File: src/rtl/riscv_pkg.sv
// Shared RV32I definitions: sequencer states, base opcodes and ALU operation codes.
package riscv_pkg;

  typedef enum logic [2:0] {
    FETCH  = 3'd0,
    DECODE = 3'd1,
    EXEC   = 3'd2,
    MEM    = 3'd3,
    WB     = 3'd4
  } state_e;

  localparam logic [6:0] OP     = 7'b0110011;
  localparam logic [6:0] OP_IMM = 7'b0010011;
  localparam logic [6:0] LOAD   = 7'b0000011;
  localparam logic [6:0] STORE  = 7'b0100011;
  localparam logic [6:0] BRANCH = 7'b1100011;

  typedef enum logic [3:0] {
    ALU_AND  = 4'b0000,
    ALU_OR   = 4'b0001,
    ALU_ADD  = 4'b0010,
    ALU_XOR  = 4'b0011,
    ALU_SLL  = 4'b0100,
    ALU_SRL  = 4'b0101,
    ALU_SUB  = 4'b0110,
    ALU_SLT  = 4'b0111,
    ALU_SLTU = 4'b1000,
    ALU_SRA  = 4'b1001
  } alu_op_e;

  function automatic logic opcode_supported(input logic [6:0] opc);
    return opc inside {OP, OP_IMM, LOAD, STORE, BRANCH};
  endfunction

endpackage

File: src/rtl/alu.sv
// Combinational ALU with zero flag.
module alu
  import riscv_pkg::*;
#(
  parameter int unsigned XLEN = 32
) (
  input  logic [XLEN-1:0] a,
  input  logic [XLEN-1:0] b,
  input  logic [3:0]      ctrl,
  output logic [XLEN-1:0] result,
  output logic            zero
);

  localparam int unsigned SHW = $clog2(XLEN);

  logic [SHW-1:0] shamt;
  assign shamt = b[SHW-1:0];

  // Operation select
  always_comb begin
    result = '0;
    unique case (ctrl)
      ALU_AND:  result = a & b;
      ALU_OR:   result = a | b;
      ALU_ADD:  result = a + b;
      ALU_XOR:  result = a ^ b;
      ALU_SLL:  result = a << shamt;
      ALU_SRL:  result = a >> shamt;
      ALU_SUB:  result = a - b;
      ALU_SLT:  result = XLEN'($signed(a) < $signed(b));
      ALU_SLTU: result = XLEN'(a < b);
      ALU_SRA:  result = $unsigned($signed(a) >>> shamt);
      default:  result = '0;
    endcase
  end

  assign zero = (result == '0);

endmodule

File: src/rtl/imm_gen.sv
// Immediate generator for I/S/B formats. B-type yields imm[12:1] sign-extended;
// the caller shifts it left by one when forming the branch target.
module imm_gen
  import riscv_pkg::*;
#(
  parameter int unsigned XLEN = 32
) (
  input  logic [31:0]     ir,
  output logic [XLEN-1:0] imm
);

  logic [11:0] imm12;
  logic        unused_ir_bits;

  assign unused_ir_bits = ^ir[19:12];

  // Select the 12-bit immediate field by format
  always_comb begin
    imm12 = '0;
    unique case (ir[6:0])
      OP_IMM, LOAD: imm12 = ir[31:20];
      STORE:        imm12 = {ir[31:25], ir[11:7]};
      BRANCH:       imm12 = {ir[31], ir[7], ir[30:25], ir[11:8]};
      default:      imm12 = '0;
    endcase
  end

  assign imm = {{(XLEN-12){imm12[11]}}, imm12};

endmodule

File: src/rtl/regfile.sv
// 32-entry register file, two async read ports, one write port; x0 reads as zero.
module regfile #(
  parameter int unsigned XLEN = 32
) (
  input  logic            clk,
  input  logic            rst_n,
  input  logic [4:0]      rs1_addr,
  input  logic [4:0]      rs2_addr,
  input  logic [4:0]      rd_addr,
  input  logic            we,
  input  logic [XLEN-1:0] wd,
  output logic [XLEN-1:0] rs1_data,
  output logic [XLEN-1:0] rs2_data
);

  logic [XLEN-1:0] regs_q [32];

  // Register write; x0 is never written
  always_ff @(posedge clk or negedge rst_n) begin
    if (!rst_n) begin
      for (int unsigned i = 0; i < 32; i++) regs_q[i] <= '0;
    end else if (we && (rd_addr != 5'd0)) begin
      regs_q[rd_addr] <= wd;
    end
  end

  assign rs1_data = (rs1_addr == 5'd0) ? '0 : regs_q[rs1_addr];
  assign rs2_data = (rs2_addr == 5'd0) ? '0 : regs_q[rs2_addr];

endmodule

File: src/rtl/multicycle_datapath.sv
// Multicycle RV32I datapath: FETCH/DECODE/EXEC/MEM/WB sequencer with ready/valid
// stalls on instruction and data memory. Control bits come from an external
// decoder that watches ir_q.
module multicycle_datapath
  import riscv_pkg::*;
#(
  parameter int unsigned XLEN       = 32,
  parameter logic [31:0] INITIAL_PC = 32'h00400000
) (
  input  logic            clk,
  input  logic            rst,
  output logic            instr_req,
  input  logic            instr_valid,
  input  logic [31:0]     instr,
  output logic [31:0]     ir_q,
  input  logic            ALUSrc,
  input  logic [3:0]      ALUCtrl,
  input  logic            RegWrite,
  input  logic            MemToReg,
  input  logic            MemRead,
  input  logic            MemWrite,
  input  logic            Branch,
  output logic [XLEN-1:0] PC,
  output logic            dReq,
  output logic            dWe,
  output logic [XLEN-1:0] dAddress,
  output logic [XLEN-1:0] dWriteData,
  input  logic            dReady,
  input  logic [XLEN-1:0] dReadData,
  output logic            zero,
  output logic [XLEN-1:0] WriteBackData,
  output logic            retire,
  output logic            illegal
);

  localparam logic [XLEN-1:0] PC_RESET = XLEN'(INITIAL_PC);
  localparam logic [XLEN-1:0] FOUR     = XLEN'(4);

  state_e          state_q, state_d;
  logic [XLEN-1:0] pc_q, pc_d;
  logic [31:0]     ir_d;
  logic [XLEN-1:0] a_q, a_d, b_q, b_d, imm_q, imm_d;
  logic [XLEN-1:0] alu_out_q, alu_out_d, mdr_q, mdr_d;
  logic            zero_q, zero_d;

  logic [XLEN-1:0] rs1_data, rs2_data, imm_dec, alu_b, alu_result;
  logic            alu_zero, rf_we;
  logic            instr_req_c, dreq_c, retire_c, illegal_c;

  imm_gen #(.XLEN(XLEN)) u_imm_gen (
    .ir  (ir_q),
    .imm (imm_dec)
  );

  regfile #(.XLEN(XLEN)) u_regfile (
    .clk      (clk),
    .rst_n    (rst),
    .rs1_addr (ir_q[19:15]),
    .rs2_addr (ir_q[24:20]),
    .rd_addr  (ir_q[11:7]),
    .we       (rf_we),
    .wd       (WriteBackData),
    .rs1_data (rs1_data),
    .rs2_data (rs2_data)
  );

  assign alu_b = ALUSrc ? imm_q : b_q;

  alu #(.XLEN(XLEN)) u_alu (
    .a      (a_q),
    .b      (alu_b),
    .ctrl   (ALUCtrl),
    .result (alu_result),
    .zero   (alu_zero)
  );

  // Sequencer next-state, register updates and per-state strobes.
  // retire/illegal/dReq are decoded from the current state (and dReady in MEM)
  // so the completion pulse lands in the same cycle as the final state.
  always_comb begin
    state_d     = state_q;
    pc_d        = pc_q;
    ir_d        = ir_q;
    a_d         = a_q;
    b_d         = b_q;
    imm_d       = imm_q;
    alu_out_d   = alu_out_q;
    mdr_d       = mdr_q;
    zero_d      = zero_q;
    instr_req_c = 1'b0;
    dreq_c      = 1'b0;
    retire_c    = 1'b0;
    illegal_c   = 1'b0;
    rf_we       = 1'b0;
    unique case (state_q)
      FETCH: begin
        instr_req_c = 1'b1;
        if (instr_valid) begin
          ir_d    = instr;
          state_d = DECODE;
        end
      end
      DECODE: begin
        a_d   = rs1_data;
        b_d   = rs2_data;
        imm_d = imm_dec;
        if (opcode_supported(ir_q[6:0])) begin
          state_d = EXEC;
        end else begin
          illegal_c = 1'b1;
          retire_c  = 1'b1;
          pc_d      = pc_q + FOUR;
          state_d   = FETCH;
        end
      end
      EXEC: begin
        alu_out_d = alu_result;
        zero_d    = alu_zero;
        if (MemRead || MemWrite) begin
          state_d = MEM;
        end else if (RegWrite) begin
          state_d = WB;
        end else begin
          retire_c = 1'b1;
          pc_d     = (Branch && alu_zero) ? pc_q + (imm_q << 1) : pc_q + FOUR;
          state_d  = FETCH;
        end
      end
      MEM: begin
        dreq_c = 1'b1;
        if (dReady) begin
          if (MemWrite) begin
            retire_c = 1'b1;
            pc_d     = pc_q + FOUR;
            state_d  = FETCH;
          end else begin
            mdr_d   = dReadData;
            state_d = WB;
          end
        end
      end
      WB: begin
        rf_we    = RegWrite && (ir_q[11:7] != 5'd0);
        retire_c = 1'b1;
        pc_d     = pc_q + FOUR;
        state_d  = FETCH;
      end
      default: state_d = FETCH;
    endcase
  end

  // State and datapath registers
  always_ff @(posedge clk or negedge rst) begin
    if (!rst) begin
      state_q   <= FETCH;
      pc_q      <= PC_RESET;
      ir_q      <= '0;
      a_q       <= '0;
      b_q       <= '0;
      imm_q     <= '0;
      alu_out_q <= '0;
      mdr_q     <= '0;
      zero_q    <= 1'b0;
    end else begin
      state_q   <= state_d;
      pc_q      <= pc_d;
      ir_q      <= ir_d;
      a_q       <= a_d;
      b_q       <= b_d;
      imm_q     <= imm_d;
      alu_out_q <= alu_out_d;
      mdr_q     <= mdr_d;
      zero_q    <= zero_d;
    end
  end

  // Strobes are forced low while reset is asserted
  assign instr_req     = rst & instr_req_c;
  assign dReq          = rst & dreq_c;
  assign dWe           = rst & dreq_c & MemWrite;
  assign retire        = rst & retire_c;
  assign illegal       = rst & illegal_c;
  assign PC            = pc_q;
  assign dAddress      = alu_out_q;
  assign dWriteData    = b_q;
  assign zero          = zero_q;
  assign WriteBackData = MemToReg ? mdr_q : alu_out_q;

endmodule
File: config.mk
export PLATFORM = sky130hd
export DESIGN_NAME = multicycle_datapath
export DESIGN_NICKNAME = d
export VERILOG_FILES = /design/src/rtl/riscv_pkg.sv /design/src/rtl/alu.sv /design/src/rtl/imm_gen.sv /design/src/rtl/regfile.sv /design/src/rtl/multicycle_datapath.sv
export SDC_FILE = /design/constraint.sdc
export NUM_CORES = 2
export LEC_CHECK = 0
export BUFFER_PORTS_ARGS = -buffer_cell sky130_fd_sc_hd__clkbuf_2
export CAP_MARGIN = 10
export CORE_ASPECT_RATIO = 0.6
export CORE_MARGIN = 2
export CORE_UTILIZATION = 30
export DETAILED_ROUTE_END_ITERATION = 6
export HOLD_SLACK_MARGIN = 0.02
export PLACE_DENSITY = 0.45
export REMOVE_ABC_BUFFERS = 1
export SETUP_SLACK_MARGIN = 0.3
export SYNTH_ARGS = -nofsm -noshare
export SYNTH_HDL_FRONTEND = slang
export SYNTH_SLANG_ARGS = --single-unit
File: constraint.sdc
create_clock -name clk -period 7.2 [get_ports clk]
set_input_delay 0 -clock clk [delete_from_list [all_inputs] [get_ports clk]]
set_output_delay 0 -clock clk [all_outputs]
set_load 0.03 [all_outputs]
* Word level (Yosys, flattened, before mapping) *
Cells that the tools add are included.

word-level totals
  register bits = 1232
  input bits = 78
  output and inout port bits = 166
  logic and storage cells = 147

operators by class
  add/subtract/negate cells = 4
  order comparisons = 6
  equal/unequal tests = 24
  shift-type cells = 3
  muxes and demuxes = 39
  bitwise operators = 12
  reduce and logical (&&, ||, !) cells = 18

operator list
  operator                 number
  $bwmux W1024             1
  $mux W32                 15
  $bmux W32 S5             2
  $pmux W32 S10            1
  $demux W32 S5            1
  $pmux W32 S4             1
  $add A32 B32 Y32         2
  $lt A32 B32 Y1           2
  $pmux W12 S3             1
  $add A32 B3 Y32 const B  1
  $and A32 B32 Y32         1
  $logic_not A32 Y1        1
  $or A32 B32 Y32          1
  $shl A32 B5 Y32          1
  $shr A32 B5 Y32          1
  $sshr A32 B5 Y32         1
  $sub A32 B32 Y32         1
  $xor A32 B32 Y32         1
  $ge A6 B6 Y1 const B     3
  $not A5 Y6               3
  $eq A4 B3 Y1 const B     4
  $mux W3                  5
  $eq A7 B6 Y1 const B     2
  $ne A2 B2 Y1 const B     6
  other kinds (27)         48

* Depth between registers and ports, before layout *
  depth in word-level cells = 9
  depth in mapped cells = 26
  mapped depth without buffers = 18

* By module *
Synthesis repeated with hierarchy kept, for this count alone.

second synthesis, totals
  cells, all modules = 6307
  area, all modules = 77509.3 um^2

by module, submodules not included
  module               instances  cells an instance  area each (um^2)  seq. area each (um^2)
  regfile              1          3623               54461.0           25624.6
  multicycle_datapath  1          1069               11833.8           5681.7
  alu                  1          1555               10755.3           0.0
  imm_gen              1          60                 459.2             0.0

* Worst setup path before layout *
Ideal clock, no wire load.

  kind = flip-flop to flip-flop
  start point = register b_q[0], in the netlist dWriteData[0]
  end point = register pc_q[17], in the netlist PC[17]
  library setup time = 0.087 ns
  arrival = 5.997 ns
  required time = 7.113 ns
  slack = 1.115 ns
  stages on the path, launching flop included = 25
  path buffers = 6
  period minus slack after synthesis = 6.085 ns
  cells stage by stage = dfrtp_1 > mux2i_4 > inv_2 > buf_4 > buf_4 > buf_4 > buf_1 > ha_1 > inv_1 > fa_1 > or2_2 > a211oi_1 > a221oi_1 > o21ai_0 > o211a_1 > o21ai_1 > or4_1 > nor4_1 > nand4_1 > or4_1 > buf_2 > nor2_4 > buf_4 > mux2_1 > a22oi_1

on the way
  longest elaborated chain between the ends = 9
  elaborated cells on any way between the ends = 18
  classes of those cells = add/sub (2); order compare (2); shift (3); mux (6); bitwise (3); reduce/logical (2)

ends and longest elaborated chain
  what                                            RTL line                    source
  from (decl)                                     multicycle_datapath.sv:42   logic [XLEN-1:0] a_q, a_d, b_q, b_d, imm_q, imm_d;
  from (signal assigned)                          multicycle_datapath.sv:159  b_q <= '0;
  from (signal assigned)                          multicycle_datapath.sv:169  b_q <= b_d;
  $mux W32 (*)                                    multicycle_datapath.sv:67   assign alu_b = ALUSrc ? imm_q : b_q;
  $sub A32 B32 Y32, or another cell as far along  alu.sv:29                   ALU_SUB: result = a - b;
  $pmux W32 S10 (*)                               alu.sv:22                   unique case (ctrl)
  $logic_not A32 Y1 (*)                           alu.sv:37                   assign zero = (result == '0);
  $logic_and A1 B1 Y1 (*)                         multicycle_datapath.sv:125  pc_d = (Branch && alu_zero) ? pc_q + (imm_q << 1) : pc_q + FOUR;
  $mux W32 (*)                                    multicycle_datapath.sv:125
  $mux W32 (*)                                    multicycle_datapath.sv:121  end else if (RegWrite) begin
  $mux W32 (*)                                    multicycle_datapath.sv:119  if (MemRead || MemWrite) begin
  $pmux W32 S4 (*)                                multicycle_datapath.sv:95   unique case (state_q)
  to (signal assigned)                            multicycle_datapath.sv:166  pc_q <= pc_d;
  to (decl)                                       multicycle_datapath.sv:40   logic [XLEN-1:0] pc_q, pc_d;

Every way passes the cells marked *; elsewhere a longest branch is shown, timed or not. The select of a mux whose other input is x is not followed.
A chain may end at the register's enable or synchronous reset.

* Worst setup path in the final report *
  start point = register b_q[0], in the netlist dWriteData[0]
  end point = register pc_q[1], in the netlist PC[1]

Same word-level chain as after synthesis.

==> results.py <==
metrics = {
    "cts": {
        "cts_buffers": 146,
        "cts_tree": "yes",
        "htreeDepth": 4,
        "hold_buffers": 158,
        "clk_transition_reported_paths_ns": 0.06,
        "post_cts_buffers": 0,
        "cts-root-buf": "clkbuf_16",
        "clock_path_buffers": 4,
        "cts.sink_count": 1231,
        "clk-insertion-delay-late_ns": 0.85,
        "post_cts_resized": 0,
    },
    "sta": {
        "fin_skew_ns": 0.04248,
        "hold_viol": 2,
        "grt_setup_unrepaired": "no",
        "finalCritPeriodShare_pct": 90.73,
        "max_slew_margin_pct": 15.40,
        "setup_viol": 0,
        "finalMaxSlewViolations": 0,
        "tightest_slew_ns": 1.256,
        "hold_ws_ns": -0.02076,
        "min_period_ns": 6.533,
        "max_freq_mhz": 153.1,
    },
    "setup_path": {
        "end_kind": "register",
        "r2r_slack_ns": 0.67,
        "crit_family": "simple AND/OR/NAND/NOR gates",
        "r2r_end": "PC[1]",
        "critPathBufInv": 4,
        "reg2reg_from": "dWriteData[0]",
        "path_max_fanout": 34,
        "cp.arrival_ns": 7.25,
        "critPathSlowestCell": "a211oi_1",
        "reg2reg_depth": 20,
        "critical_path_class": "register to register",
        "worstPathCellList": "mux2i_4 > inv_2 > ha_1 > inv_1 > fa_1 > or2_2 > a211oi_1 > a221oi_1 > o21ai_0 > o211a_1 > o21ai_1 > or4_1 > nor4_1 > buf_4 > nand4_1 > or4_1 > nor2_4 > buf_12 > nand2_1 > mux2_1",
        "cp_slowest_stage_delay_ns": 0.77,
        "cp_common_cell": "or4_1",
        "cp.required_ns": 7.92,
        "startpoint_type": "register",
    },
    "place": {
        "dp_cells": 10730,
        "place.gp.congestion": 1.065,
        "dp_hpwl_mm": 238.8,
        "portBuffers": 242,
    },
    "drt": {
        "drtIter0Drc": 7666,
        "postRouteAntennaNets": 0,
        "vias": 65090,
        "drc": 0,
        "wl_per_cell_um": 32.59,
        "firstDrtPassIters": 6,
        "viasPerCell": 5.841,
        "wl_mm": 363.2,
    },
    "floorplan": {
        "die_area_um2": 247800,
        "initial_utilization_pct": 30.16,
        "core_area_um2": 242400,
        "die_w_um": 641.3,
        "row_count": 140,
        "io-pin-count": 244,
        "die_h_um": 386.4,
    },
    "synthesis": {
        "syn_avg_cell_area_um2": 9.525,
        "synthesis.area_um2": 73110,
        "synth_area_leader_cell": "dfrtp_1",
        "ys_top_cells_by_area": "dfrtp_1 42%, mux4_2 9.8%, mux2i_1 7.1%",
        "ys_seq_elements": 1231,
        "synth_top_area_share_pct": 42.10,
        "yosys_warnings": 0,
        "async_flop_share_pct": 100.0,
        "synth.distinct_cells": 94,
        "synthFlopType": "dfrtp_1",
        "synth_cells": 7676,
        "synth_edf_count": 0,
        "synth-seq-area-share_pct": 42.14,
    },
    "power_and_ir_drop": {
        "p_leak_uw": 0.03676,
        "p_total_uw": 32360,
        "irDropWorstVdd_v": 0.0003182,
        "p_per_area_nw_per_um2": 381.0,
    },
    "global_routing": {
        "grt-ovfl-total": 0,
        "grt_pass1_vias": 61910,
        "grt_max_degree": 150,
        "antenna_found_initial": 21,
        "grt_first_pass_wirelength_mm": 505.6,
        "track_usage_pct": 28.83,
    },
    "outcome": {
        "failed_checks": "negative hold slack",
        "outcome": "complete, but fails checks",
    },
    "final_layout": {
        "fillers": 24690,
        "drive_gt1_share_pct": 17.24,
        "final_common_cell": "dfrtp_1",
        "layout-area-overhead-vs-synth_pct": 16.17,
        "layout_common_cells": "1,220 x dfrtp_1, 946 x a21oi_1, 782 x o21ai_0, 724 x nand2_1, 709 x nor2_1",
        "fin_util_pct": 35.03,
        "layoutNonFillerInstCount": 11140,
        "nNetsFinal": 7983,
    },
    "hold_path": {
        "hold_path_class": "input pin to asynchronous set/reset pin",
    },
    "flow_run": {
        "drv_cap": 0,
    },
}
-- worst reg2reg max path, delay by kind of cell, from the launching register on --
family	cells	cell delay [ns]
buf+inv	4	0.64
simple gates	7	2.64
flops	1	0.42
mux	2	0.44
fa+ha+maj	2	0.66
compound gates	5	1.60
-- metrics by stage --
step	area (um2)	setup TNS, ns	worst slack, ns
floorplan	70370	-764.00	-11.20
global placement	78540	0	0.7831
detailed placement	78550	0	0.7822
CTS	84890	0	0.9286
global route	84930	0	0.6671
finish	84940	0	0.6672
-- final cells by class --
| class | count | area, um2 | area share, % |
|---|---|---|---|
| clock inverter | 45 | 496.7 | 0.5848 |
| tap | 3266 | 4086 | 4.811 |
| timing repair buffer | 655 | 5007 | 5.895 |
| antenna | 5 | 12.51 | 0.01473 |
| sequential | 1231 | 30840 | 36.31 |
| inverter | 184 | 690.7 | 0.8132 |
| clock buffer | 206 | 4242 | 4.994 |
| multi-input combinational | 5552 | 39560 | 46.57 |
-- flip-flops by register name, summed over array words and instances, names as in the netlist --
register          count
PC                   31
a_q                  32
dAddress             32
dWriteData           32
imm_q                12
ir_q                 32
mdr_q                32
state_q               3
u_regfile.regs_q   1024
zero                  1
-- cell usage after synthesis (21+ instances only) --
| master | n |
|---|---|
| a22oi_1 | 44 |
| nor2b_1 | 30 |
| buf_1 | 85 |
| mux2i_1 | 515 |
| dfrtp_1 | 1230 |
| o21ai_1 | 21 |
| mux2_2 | 192 |
| o22ai_1 | 211 |
| xnor2_1 | 34 |
| a21oi_1 | 946 |
| and3_1 | 30 |
| nand3_1 | 62 |
| nor4_1 | 28 |
| o21a_1 | 28 |
| o211ai_1 | 29 |
| nand2_1 | 736 |
| nand2b_1 | 34 |
| nor2_1 | 724 |
| ha_1 | 132 |
| nand4_1 | 23 |
| o221ai_1 | 134 |
| nor3_1 | 131 |
| inv_1 | 179 |
| mux4_2 | 317 |
| clkbuf_1 | 601 |
| o21ai_0 | 783 |
| a21o_1 | 34 |
| a211oi_1 | 34 |
-- per-layer routing --
metal  vias up  GRT usage [%]  wire, um
li1      28280              -         -
met1     33170          42.57    168200
met2      3088          39.46    144300
met3       549          9.537     38970
met4         4          8.349     11620
met5         -              0        27
-- how the worst max path moves through the flow --
stage / startpoint / end / slack (ns) / depth (start not counted)
global route: dWriteData[1] / PC[30] / 0.67 / 18
detailed placement: ALUSrc / PC[30] / 0.78 / 19
floorplan: ir_q[15] / a_q[0] / -11.20 / 2
global placement: ALUSrc / PC[30] / 0.78 / 18
CTS: imm_q[1] / PC[30] / 0.93 / 18
finish: dWriteData[0] / PC[1] / 0.67 / 20
-- where the power goes --
group          switching, uW  internal (uW)  total, uW
Sequential              1430           7730       9160
Combinational          10700           4780      15400
Clock                   3320           4430       7750
Total                  15400          16900      32400
-- kinds of logic (layout without fill, tap and decap cells) --
logic type,count (synthesis),after routing,synth area share [%]
other,1,6,0.005129
flip-flops,1231,1231,42.14
XOR/XNOR,44,44,0.5271
AO/OA/AOI/OAI,2455,2455,19.44
buffers and inverters,893,1090,4.694
AND/OR/NAND/NOR,1886,1886,10.94
multiplexers,1031,1031,19.92
adder cells (fa/ha/maj),135,135,2.341
(Power assumes the default switching activity.)
